File: src/rtl/decoded_instr_queue_pkg.sv
// Shared decode/issue types: scoreboard entry layout, functional-unit encoding
// and the memory-op classifier used by the decoded queue and the reorder stage.
package decoded_instr_queue_pkg;

    localparam int DECODED_QUEUE_DEPTH = 4;

    typedef enum logic [3:0] {
        NONE      = 4'd0,
        LOAD      = 4'd1,
        STORE     = 4'd2,
        ALU       = 4'd3,
        CTRL_FLOW = 4'd4,
        MULT      = 4'd5,
        CSR       = 4'd6
    } fu_t;

    typedef struct packed {
        logic [31:0] pc;
        logic [2:0]  trans_id;
        fu_t         fu;
        logic [6:0]  op;
        logic [4:0]  rs1;
        logic [4:0]  rs2;
        logic [4:0]  rd;
        logic [31:0] result;
        logic        valid;
    } scoreboard_entry_t;

    localparam int SBE_W = $bits(scoreboard_entry_t);

    function automatic logic is_mem_op(fu_t fu);
        return (fu == LOAD) || (fu == STORE);
    endfunction

endpackage

File: src/rtl/decoded_instr_queue.sv
// FIFO between decode and reorder/issue. Presents the head entry plus one
// lookahead entry so the reorder stage can pair adjacent memory ops.
module decoded_instr_queue
    import decoded_instr_queue_pkg::*;
#(
    parameter  int DEPTH = DECODED_QUEUE_DEPTH,
    localparam int CNT_W = $clog2(DEPTH + 1)
) (
    input  logic             clk_i,
    input  logic             rst_ni,
    input  logic             flush_i,
    input  logic [SBE_W-1:0] decoded_entry_i,
    input  logic             decoded_valid_i,
    input  logic             is_ctrl_flow_i,
    output logic             decoded_ack_o,
    output logic [SBE_W-1:0] issue_entry_o,
    output logic             issue_entry_valid_o,
    output logic             is_ctrl_flow_o,
    input  logic             issue_instr_ack_i,
    output logic [SBE_W-1:0] next_entry_o,
    output logic             next_valid_o,
    output logic             next_is_ctrl_flow_o,
    output logic             head_is_mem_o,
    output logic             next_is_mem_o,
    output logic [CNT_W-1:0] count_o
);

    localparam int PTR_W = $clog2(DEPTH);
    localparam logic [CNT_W-1:0] FULL_CNT = CNT_W'(DEPTH);

    scoreboard_entry_t mem_sbe [0:DEPTH-1];
    logic              mem_cf  [0:DEPTH-1];

    logic [PTR_W-1:0] rptr;
    logic [PTR_W-1:0] wptr;
    logic [PTR_W-1:0] next_ptr;
    logic [CNT_W-1:0] count;

    logic              push;
    logic              pop;
    logic              head_valid;
    logic              next_valid;
    scoreboard_entry_t head_sbe;
    scoreboard_entry_t next_sbe;

    assign head_valid = (count != '0);
    assign next_valid = (count >= CNT_W'(2));
    assign next_ptr   = rptr + PTR_W'(1);

    // Full refuses pushes even when a pop happens this cycle: no full-through.
    assign push = decoded_valid_i & (count < FULL_CNT) & ~flush_i;
    assign pop  = issue_instr_ack_i & head_valid & ~flush_i;

    assign head_sbe = head_valid ? mem_sbe[rptr]     : '0;
    assign next_sbe = next_valid ? mem_sbe[next_ptr] : '0;

    assign decoded_ack_o       = push & rst_ni;
    assign issue_entry_o       = head_sbe;
    assign issue_entry_valid_o = head_valid;
    assign is_ctrl_flow_o      = head_valid & mem_cf[rptr];
    assign next_entry_o        = next_sbe;
    assign next_valid_o        = next_valid;
    assign next_is_ctrl_flow_o = next_valid & mem_cf[next_ptr];
    assign head_is_mem_o       = head_valid & is_mem_op(head_sbe.fu);
    assign next_is_mem_o       = next_valid & is_mem_op(next_sbe.fu);
    assign count_o             = count;

    always_ff @(posedge clk_i or negedge rst_ni) begin
        if (!rst_ni) begin
            rptr  <= '0;
            wptr  <= '0;
            count <= '0;
        end else if (flush_i) begin
            rptr  <= '0;
            wptr  <= '0;
            count <= '0;
        end else begin
            if (push) begin
                wptr <= wptr + PTR_W'(1);
            end
            if (pop) begin
                rptr <= next_ptr;
            end
            if (push && !pop) begin
                count <= count + CNT_W'(1);
            end else if (!push && pop) begin
                count <= count - CNT_W'(1);
            end
        end
    end

    // Payload storage is never reset; validity comes solely from count.
    always_ff @(posedge clk_i) begin
        if (push) begin
            mem_sbe[wptr] <= decoded_entry_i;
            mem_cf[wptr]  <= is_ctrl_flow_i;
        end
    end

`ifndef SYNTHESIS
    assert property (@(posedge clk_i) disable iff (!rst_ni) count <= FULL_CNT);
    assert property (@(posedge clk_i) disable iff (!rst_ni)
                     (wptr - rptr) == count[PTR_W-1:0]);
    assert property (@(posedge clk_i) disable iff (!rst_ni)
                     !(push && (count == FULL_CNT)));
`endif

endmodule

File: config.mk
export PLATFORM = sky130hd
export DESIGN_NAME = decoded_instr_queue
export DESIGN_NICKNAME = d
export VERILOG_FILES = /design/src/rtl/decoded_instr_queue_pkg.sv /design/src/rtl/decoded_instr_queue.sv
export SDC_FILE = /design/constraint.sdc
export NUM_CORES = 1
export LEC_CHECK = 0
export ABC_AREA = 1
export BUFFER_PORTS_ARGS = -buffer_cell sky130_fd_sc_hd__buf_2
export CORE_AREA = 2 2 220 222
export DETAILED_ROUTE_END_ITERATION = 6
export DIE_AREA = 0 0 222 224
export GPL_TIMING_DRIVEN = 0
export HOLD_SLACK_MARGIN = 0.12
export PLACE_DENSITY = 0.68
export SLEW_MARGIN = 20
export SYNTH_ARGS = -nofsm -noshare
export SYNTH_HDL_FRONTEND = slang
export SYNTH_SLANG_ARGS = --single-unit
File: constraint.sdc
create_clock -name clk_i -period 16.66 [get_ports clk_i]
set_clock_uncertainty 0.2 [all_clocks]
set_input_delay 0.833 -clock clk_i [delete_from_list [all_inputs] [get_ports clk_i]]
set_output_delay 0.833 -clock clk_i [all_outputs]
set_load 0.01 [all_outputs]
==> results of run 1 <==
-- cell families after synthesis --
group           Yosys count
fa+ha+maj                 5
flops                   387
xor+xnor                  1
buf+inv                 249
compound gates          493
simple gates            691
-- layer usage --
metal | up-vias | global-route usage
li1 | 7107 | -
met1 | 7803 | 0.324
met2 | 957 | 0.409
met3 | 131 | 0.0502
met4 | 6 | 0.0900
met5 | - | 0
-- critical path, cell delays in order, from the launching register on --
cell and delay, ns:
dfrtp_1 0.40, nor2_2 0.23, clkbuf_1 0.81, buf_1 0.64, a21oi_1 0.20, buf_2 0.20
-- worst paths after layout --
check	cells after the start	end	start
max in group asynchronous	2	wptr[1]	rst_ni
min in group asynchronous	2	count_o[0]	rst_ni
max reg2reg	8	mem_sbe[3][45]	count_o[2]
max	5	next_entry_o[75]	count_o[1]
min	1	mem_cf[0]	is_ctrl_flow_i
min reg2reg	2	count_o[2]	count_o[2]
-- registers in the layout (all words and copies together), names as in the netlist --
name / flops
rptr: 2
count_o: 3
wptr: 2
mem_cf: 4
mem_sbe: 376
-- layout make-up --
cell class                      instances  area, sq um  share of cell area
Tap cell                              615          769              0.0343
Sequential cell                       387        11600               0.516
Antenna cell                            3         7.51            0.000334
Clock buffer                           52         1120              0.0499
Buffer                                134          698              0.0311
Multi-Input combinational cell       1190         5560               0.248
Clock inverter                         28          287              0.0128
Inverter                              115          432              0.0192
Timing Repair Buffer                  318         1990              0.0888
-- layout by cell type, fill, tap and decap left out, types with 7 or more instances in the layout --
master,netlist,routed
clkinv_1,0,8
inv_1,110,110
nand2_1,477,477
clkbuf_1,34,42
a21oi_1,117,117
dfrtp_1,7,7
o211ai_1,91,91
buf_2,69,366
a22oi_1,17,17
buf_16,0,13
clkbuf_16,0,43
buf_4,21,21
nand3_1,11,11
nor2_1,199,195
clkinv_2,0,7
a31oi_1,74,74
o21ai_0,193,193
buf_12,0,7
edfxtp_1,380,380
-- where the power goes --
group | internal [uW] | switching, uW | total (uW) | leakage, uW
Combinational | 462 | 1090 | 1550 | 0.00466
Sequential | 1130 | 22.7 | 1150 | 0.00354
Clock | 547 | 402 | 950 | 0.000673
-- stage by stage --
step	area [sq um]	setup slack (ns)
final	22500	12.53
after global routing	22400	12.38
after CTS	22400	12.50
after detailed placement	21000	13.14
after global placement	20500	6.95
after floorplan	18200	10.76
==> summary.txt, run 1 <==
Run status - completed
WP data required - 15.63 ns
Synth Area in Simple Gates - 0.144
Die Y - 224 microns
Overall power - 3650 uW
Synth top area cells - edfxtp_1, nand2_1, o21ai_0
Period utilization - 0.248
Unique masters post-synth - 25
Final wirelength - 63200 microns
Vias post-DR - 16000
WL met3 - 6010 microns
Mapped Cells - 1826
Syn avg cell area - 9.99 sq um
TNS Setup - 0 ns
Most common cell in the netlist - nand2_1
Global-route wire length before repair - 93100 microns
CTS Root Buffer Type - clkbuf_16
Post-synth EDFFs - 380
Largest net degree at the start of global routing - 23
Initial Util - 0.385
Async S/R FF share, synth - 0.0181
H-Tree Depth - 2
Worst-Margin Slew - 1.05 ns
Combinational family with the most area after synthesis - compound AO/OA/AOI/OAI gates
CP Class - flip-flop to output port
Setup bufs post-CTS - 0
Total global-route track usage - 0.248
GR Overflow Total - 0
Leak pwr - 0.00888 uW
Initial antenna violation count - 6
RSZ-0062 raised after global routing - false
# DRC - 0
Clock Latency Late Sink - 0.59 ns
Drt via density - 5.63
P&R area growth vs syn - 23.1%
Clk buf depth - 3
Crit path DAT - 3.09 ns
Share of the synthesized area in the top cell type - 0.625
Uppermost routed layer - met5
Worst VDD drop - 0.0928 mV
Post-Syn Nets - 1931
DP Wirelength - 42700 microns
Critical path launch point type - flip-flop
Post-Syn Area - 0.0182 sq mm
Max Slew Vio Count - 0
Vias in the first global route - 15500
Worst-path maximum fanout - 10
Final ANT Viol Nets - 0
Final Util - 0.474
Core Box Area - 0.0473 sq mm
Reg2Reg Setup Slack - 13.99 ns
Final RePlAce weighted congestion - 0.846
Post-Synth XOR/XNOR Area - 0.000480
Buffers on Ports - 297
Register area share after synthesis - 0.635
Max Cap Viol - 0
Post-synth top area cell - edfxtp_1
Clock sinks - 387
Share of cells above drive strength 1 - 0.219
Ys flop type - edfxtp_1
Worst setup EP type - output port
Pwr Density - 162 mW/mm^2
Die width - 222 microns
WL met1 - 25100 microns
Pre-antenna DRT Iters - 6
CTS resizes - 0
Commonest cells post-synth - nand2_1, edfxtp_1, nor2_1
Fmax achieved - 242 MHz
Fraction of the mapped netlist area in adder cells - 0.00384
Hold Fails Final Rpt - 0
Warnings from Yosys - 0
Yosys reg bits - 387
Post-synthesis mux area share - 0
CTS tree - yes
Routed met2 length - 30300 microns
Finish-stage setup viols - 0
Ports - 298
Final min period - 4.13 ns
Dpl cells - 2758
Hold-fix buffers, CTS - 1
Final Non-Filler Cells - 2842
Total CTS buffers - 43
Min-delay worst type - primary input to flip-flop
Worst slew margin - 0.301
DRT iter0 DRCs - 1866
Die area - 0.0497 sq mm
Final net count - 2294
Post-synthesis compound-gate area fraction - 0.155
Fill count - 4275
Clock-pin slew on the worst setup and hold paths - 0.06 ns
Fin Hold WS - 0.257 ns
Rows - 80
Drt wl/cell - 22.2 microns
Power figures use the tool's default switching activity.
==> run 2: changes to the inputs <==
--- a/config.mk
+++ b/config.mk
@@ -12,7 +12,7 @@
 export DIE_AREA = 0 0 222 224
 export GPL_TIMING_DRIVEN = 0
 export HOLD_SLACK_MARGIN = 0.12
-export PLACE_DENSITY = 0.68
+export PLACE_DENSITY = 0.7
 export SLEW_MARGIN = 20
 export SYNTH_ARGS = -nofsm -noshare
 export SYNTH_HDL_FRONTEND = slang
==> constraint.sdc (replaced) <==
create_clock -name clk_i -period 3.7 [get_ports clk_i]
set_clock_uncertainty 0.2 [all_clocks]
set_input_delay 0.185 -clock clk_i [delete_from_list [all_inputs] [get_ports clk_i]]
set_output_delay 0.185 -clock clk_i [all_outputs]
set_load 0.01 [all_outputs]
==> run 2 against run 1 <==
  * The run now ends with design-rule violations left
  * Core utilization grew 2.3 points
  * Combinational power increased to 4.6 times the previous value
  * Sequential share of layout area down 2.4 points
  * Cell area grew 4.8%
  * Global-route usage up 0.44 points
  * Cell count increased by 3.5%
  * Via count increased by 2.2%
  * Setup slack lost 12 ns
  * Critical endpoint is now next_entry_o[57]
==> summary.txt, run 2 (synthesis gave the netlist of run 1 again) <==
Final ANT Viol Nets - 0 (unchanged)
Final WS setup - 0.129 ns (-12.40 ns)
FF-to-FF path depth - 10 (+2)
Final Cell Area - 0.0235 sq mm (+4.8%)
Finish-stage setup viols - 0 (unchanged)
GR Overflow Total - 0 (unchanged)
Core Box Area - 0.0473 sq mm (unchanged)
DRT iter0 DRCs - 2250 (+21%)
Vias post-DR - 16400 (+2.2%)
Clock Latency Late Sink - 0.57 ns (-0.02 ns)
Max Slew Vio Count - 0 (unchanged)
Largest stage delay, worst path - 0.75 ns (-0.06 ns)
Worst slew margin - 0.371 (+0.0703)
WP data required - 3.31 ns (-12.32 ns)
Hold Fails Final Rpt - 0 (unchanged)
Worst-path maximum fanout - 10 (unchanged)
Die area - 0.0497 sq mm (unchanged)
Initial antenna violation count - 5 (-1)
CP Class - flip-flop to output port
Fill count - 4150 (-2.9%)
Share of cells above drive strength 1 - 0.209 (-0.00940)
Drt via density - 5.56 (-1.3%)
Buffers on Ports - 297 (unchanged)
Min-delay worst type - primary input to flip-flop
Crit path DAT - 3.19 ns (+0.10 ns)
Critical path launch point type - flip-flop
Ports - 298 (unchanged)
Final wirelength - 64900 microns (+2.6%)
Worst hold stages - 2 (+1)
Hold path start - decoded_entry_i[77]
Reg2Reg Setup Slack - 0.28 ns (-13.71 ns)
Die Y - 224 microns (unchanged)
Run status - finished, violations left
Clock sinks - 387 (unchanged)
Setup bufs post-CTS - 0 (unchanged)
Drt wl/cell - 22.1 microns (-0.85%)
Most frequent cells in the layout - nand2_1, edfxtp_1, buf_2
Die width - 222 microns (unchanged)
Fin Hold WS - 0.172 ns (-0.0843 ns)
# DRC - 1 (+1)
H-Tree Depth - 2 (unchanged)
Reg-to-reg startpoint - count_o[1]
P&R area growth vs syn - 29.0%
Most common cell after layout, fill and taps aside - nand2_1
Hold Path Sink - mem_sbe[2][77]
Worst-path cell chain - nor2_2 > clkbuf_1 > buf_1 > a21oi_1 > buf_2
TNS Setup - 0 ns (unchanged)
FF-to-FF End - count_o[2]
Slowest CP cell - clkbuf_1
Fmax achieved - 280 MHz
Clk buf depth - 3 (unchanged)
Max Cap Viol - 0 (unchanged)
Failing checks - design-rule violations
Worst-Margin Slew - 0.943 ns (-0.105 ns)
Final RePlAce weighted congestion - 0.816 (-3.6%)
CTS tree - yes
Total global-route track usage - 0.252 (+0.00443)
Area after DPL - 0.0211 sq mm (+0.17%)
Largest Register - mem_sbe
Overall power - 16700 uW (+360%)
Clock-pin slew on the worst setup and hold paths - 0.06 ns (about the same)
Final net count - 2397 (+4.5%)
Total CTS buffers - 42 (-2.3%)
Rows - 80 (unchanged)
Leak pwr - 0.00934 uW (+5.2%)
RSZ-0062 raised after global routing - false
Final min period - 3.57 ns
Vias in the first global route - 15800 (+1.8%)
Max reg flops - 376 (unchanged)
DP Wirelength - 43000 microns (+0.65%)
Period utilization - 0.965
CTS Root Buffer Type - clkbuf_16
Largest net degree at the start of global routing - 22 (-4.3%)
Worst VDD drop - 0.568 mV (+510%)
Pre-antenna DRT Iters - 7 (+1)
Global-route wire length before repair - 94800 microns (+1.8%)
Pre-CTS WS - 0.752 ns (-12.39 ns)
Worst setup EP type - output port
Pwr Density - 709 mW/mm^2 (+340%)
Initial Util - 0.385 (unchanged)
run 2: cell types whose count changed in the layout (fill, tap and decap cells not counted), sizes merged:
cell	previous run	this run
clkinvlp	5	2
inv	117	115
bufinv	4	6
dlygate4sd3	1	104
clkinv	17	16
buf	417	418
run 2: per-layer routing:
metal  vias to the layer above  share of wire  global-route usage
met2                      1042           0.48               0.425
met1                      7841           0.39               0.323
met4                         2          0.031              0.0935
met3                       160           0.10              0.0487
li1                       7315              -                   -
met5                         -        0.00020                   0
run 2: power breakdown:
| group | internal, uW | switching, uW |
|---|---|---|
| Clock | 2620 | 1710 |
| Sequential | 5070 | 107 |
| Combinational | 2170 | 5000 |
run 2: final cells by class:
| type | count | area [sq um] | area share |
|---|---|---|---|
| flip-flops and latches | 387 | 11600 | 0.492 |
| plain buffers | 134 | 698 | 0.0297 |
| diodes | 3 | 7.51 | 0.000319 |
| multi-input cells | 1190 | 5570 | 0.236 |
| repair buffers | 422 | 3060 | 0.130 |
| inverters | 115 | 432 | 0.0183 |
| clock buffers | 52 | 1150 | 0.0490 |
| clock inverters | 24 | 270 | 0.0115 |
| well taps | 615 | 769 | 0.0327 |
run 2: how the worst max path moves through the flow:
stage	to	slack (ns)	startpoint
after detailed placement	next_entry_o[58]	0.75	count_o[1]
after floorplan	mem_cf[0]	-0.33	count_o[2]
after CTS	next_entry_o[58]	0.12	count_o[1]
after global routing	next_entry_o[76]	0.03	count_o[2]
after global placement	mem_sbe[1][41]	-2.76	count_o[2]
final	next_entry_o[57]	0.13	count_o[1]
run 2: what timing repair did:
action	in CTS	in global routing
hold buffers	104	0
endpoints found under the hold margin	394	0
gates resized for setup	0	1
setup endpoints to repair	0	1
run 2: critical path, delay by kind of cell (launching register included):
family                 cells  cell delay (ns)
AO/OA/AOI/OAI              1             0.21
buffers and inverters      3             1.66
flip-flops                 1             0.41
AND/OR/NAND/NOR            1             0.32
run 2: metrics by stage:
step | std cells | utilization
after global routing | 2941 | 0.497
final | 2942 | 0.497
after detailed placement | 2759 | 0.445
after CTS | 2939 | 0.497
after floorplan | 1826 | -
after global placement | 2738 | 0.433
==> run 3: changes to the inputs <==
--- a/config.mk
+++ b/config.mk
@@ -5,14 +5,13 @@
 export SDC_FILE = /design/constraint.sdc
 export NUM_CORES = 1
 export LEC_CHECK = 0
-export ABC_AREA = 1
 export BUFFER_PORTS_ARGS = -buffer_cell sky130_fd_sc_hd__buf_2
-export CORE_AREA = 2 2 220 222
+export CORE_AREA = 2 2 217 219
 export DETAILED_ROUTE_END_ITERATION = 6
-export DIE_AREA = 0 0 222 224
+export DIE_AREA = 0 0 219 221
 export GPL_TIMING_DRIVEN = 0
 export HOLD_SLACK_MARGIN = 0.12
-export PLACE_DENSITY = 0.7
+export PLACE_DENSITY = 0.71
 export SLEW_MARGIN = 20
 export SYNTH_ARGS = -nofsm -noshare
 export SYNTH_HDL_FRONTEND = slang
==> run 3 against run 2 <==
  * The flow now finishes without violations
  * Non-clock buffer count is 85 lower
  * Flip-flop and latch count stayed put
  * Fmax is 8.1% higher
  * Synthesized cell count is 51% lower
  * Critical path type unchanged
  * Via count is 35% lower
==> summary.txt, run 3 <==
WP data required - 3.31 ns (about the same)
Buffers on Ports - 296 (-0.34%)
Post-synth top area cell - edfxtp_1
Crit path DAT - 2.92 ns (-0.27 ns)
Initial Util - 0.388 (+0.00208)
Commonest cells post-synth - edfxtp_1, and2_1, mux4_2
Final Cell Area - 0.0227 sq mm (-3.7%)
Setup bufs post-CTS - 0 (unchanged)
Yosys reg bits - 387 (unchanged)
Final ANT Viol Nets - 0 (unchanged)
Largest net degree at the start of global routing - 44 (+100%)
Area after DPL - 0.0203 sq mm (-3.5%)
Internal Power - 10100 uW (+2.5%)
CTS tree - yes
Initial antenna violation count - 3 (-2)
Die area - 0.0484 sq mm (-2.7%)
Ys flop type - edfxtp_1
Worst-path maximum fanout - 10 (unchanged)
CP Class - flip-flop to output port
Clock-pin slew on the worst setup and hold paths - 0.06 ns (about the same)
Fill count - 3800 (-8.4%)
Worst setup EP type - output port
Reg2Reg Setup Slack - 0.64 ns (+0.36 ns)
CTS Root Buffer Type - clkbuf_16
Unique masters post-synth - 30 (+20%)
Most common cell in the netlist - edfxtp_1
P&R area growth vs syn - 27.0%
Hold Fails Final Rpt - 0 (unchanged)
Worst VDD drop - 0.427 mV (-25%)
Drt via density - 5.35 (-3.9%)
Most common cell after layout, fill and taps aside - edfxtp_1
Async S/R FF share, synth - 0.0181 (unchanged)
Global-route wire length before repair - 67200 microns (-29%)
Ports - 298 (unchanged)
Fin Hold WS - 0.184 ns (+0.0120 ns)
Post-Syn Nets - 995 (-48%)
Mapped Cells - 890 (-51%)
Pwr Density - 666 mW/mm^2 (-6.1%)
Worst slew margin - 0.310 (-0.0612)
Post-Syn Area - 0.0178 sq mm (-2.2%)
Final min period - 3.30 ns (-0.268 ns)
# DRC - 0 (-1)
Synth top area cells - edfxtp_1, mux4_2, and2_1
Critical path launch point type - flip-flop
Dpl cells - 1801 (-35%)
CTS resizes - 0 (unchanged)
Comb power frac - 0.388 (-0.042)
Rows - 79 (-1.3%)
Min-delay worst type - primary input to flip-flop
Clock Latency Late Sink - 0.55 ns (-0.02 ns)
Switching Share - 0.329 (-0.0791)
Drt wl/cell - 22.7 microns (+3.1%)
Final RePlAce weighted congestion - 0.768 (-5.9%)
Register area share after synthesis - 0.649 (+0.0142)
Most frequent cells in the layout - edfxtp_1, buf_2, and2_1
H-Tree Depth - 2 (unchanged)
Clock Power Share - 0.265 (+0.005)
Final net count - 1445 (-40%)
Core Box Area - 0.0461 sq mm (-2.7%)
Vias post-DR - 10600 (-35%)
Final wirelength - 45000 microns (-31%)
FF-to-FF path depth - 10 (unchanged)
DP Wirelength - 30000 microns (-30%)
Die width - 219 microns (-1.4%)
Share of cells above drive strength 1 - 0.428 (+0.219)
Share of the synthesized area in the top cell type - 0.639 (+0.0140)
Syn avg cell area - 20.1 sq um (+100%)
Period utilization - 0.893 (-0.0723)
Largest Register - mem_sbe
Max Slew Vio Count - 0 (unchanged)
Vias in the first global route - 11300 (-29%)
P_sw - 4970 uW (-27%)
Max Cap Viol - 0 (unchanged)
Run status - completed
GR Overflow Total - 0 (unchanged)
Die Y - 221 microns (-1.3%)
Pre-antenna DRT Iters - 4 (-3)
Worst hold stages - 2 (unchanged)
Warnings from Yosys - 0 (unchanged)
Post-synth EDFFs - 380 (unchanged)
Sequential Power Share - 0.347 (+0.036)
Worst-Margin Slew - 1.03 ns (+0.0918 ns)
TNS Setup - 0 ns (unchanged)
Finish-stage setup viols - 0 (unchanged)
Total global-route track usage - 0.186 (-0.0659)
Leak pwr - 0.00799 uW (-14%)
Hold-fix buffers, CTS - 102 (-1.9%)
Final Non-Filler Cells - 1980 (-33%)
Clock sinks - 387 (unchanged)
RSZ-0062 raised after global routing - false
Clk buf depth - 3 (unchanged)
Fmax achieved - 303 MHz (+8.1%)
DRT iter0 DRCs - 683 (-70%)
Max reg flops - 376 (unchanged)
Total CTS buffers - 42 (unchanged)
[run 3: changes by cell type after synthesis, sizes merged, moves of 73 or more]
cell,previous run,this run
nand2,477,2
and2,0,192
o211ai,91,0
o21ai,194,1
a31oi,74,1
nor2,201,15
a21oi,117,2
mux4,0,186
inv,115,7
[run 3: logic make-up after synthesis]
kind of cell,count (synthesis),synth area share
flops,387,0.649
simple gates,215,0.0730
mux,197,0.242
buf+inv,72,0.0259
xor+xnor,8,0.00393
compound gates,6,0.00238
fa+ha+maj,5,0.00393
[run 3: area by class of cell]
class / count / area [sq um] / area share
antenna: 3 / 7.51 / 0.000331
buffer: 65 / 437 / 0.0193
tap: 607 / 759 / 0.0335
clock inverter: 12 / 113 / 0.00497
clock buffer: 62 / 1200 / 0.0529
sequential: 387 / 11600 / 0.511
timing repair buffer: 406 / 2720 / 0.120
multi-input combinational: 431 / 5810 / 0.256
inverter: 7 / 26.3 / 0.00116
[run 3: critical path: stages, from the launching register on]
cell	delay (ns)
dfrtp_1	0.48
nor2_2	0.10
inv_2	0.12
clkbuf_1	0.78
clkbuf_1	0.48
and2_1	0.25
buf_2	0.14
[run 3: path summary, 6_finish.rpt]
path / endpoint / start
worst min-delay path: mem_sbe[2][4] / decoded_entry_i[4]
worst max register to register: count_o[2] / count_o[2]
worst max-delay path: next_entry_o[43] / count_o[2]
worst min register to register: wptr[0] / wptr[0]
max in group asynchronous: wptr[1] / rst_ni
min in group asynchronous: count_o[2] / rst_ni
[run 3: per-stage QoR]
stage / worst slack, ns / total power [uW] / utilization
after global placement: -0.468 / 11100 / 0.436
after CTS: 0.334 / 15300 / 0.492
after detailed placement: 0.960 / 11200 / 0.441
after global routing: 0.240 / 15800 / 0.492
final: 0.396 / 15100 / 0.492
after floorplan: 0.720 / 8750 / -
[run 3: routing by layer]
layer,global-route usage,part of all wire
met3,0.0437,0.075
met1,0.241,0.40
met5,0,0.00067
met2,0.310,0.50
met4,0.0602,0.023
[run 3: power by group through the flow]
stage	Combinational (uW)	Sequential, uW	Clock (uW)
after floorplan	3460	5290	0
after global placement	5780	5320	0
after detailed placement	5850	5310	0
after CTS	5970	5220	4100
after global routing	6320	5250	4270
final	5860	5230	4000
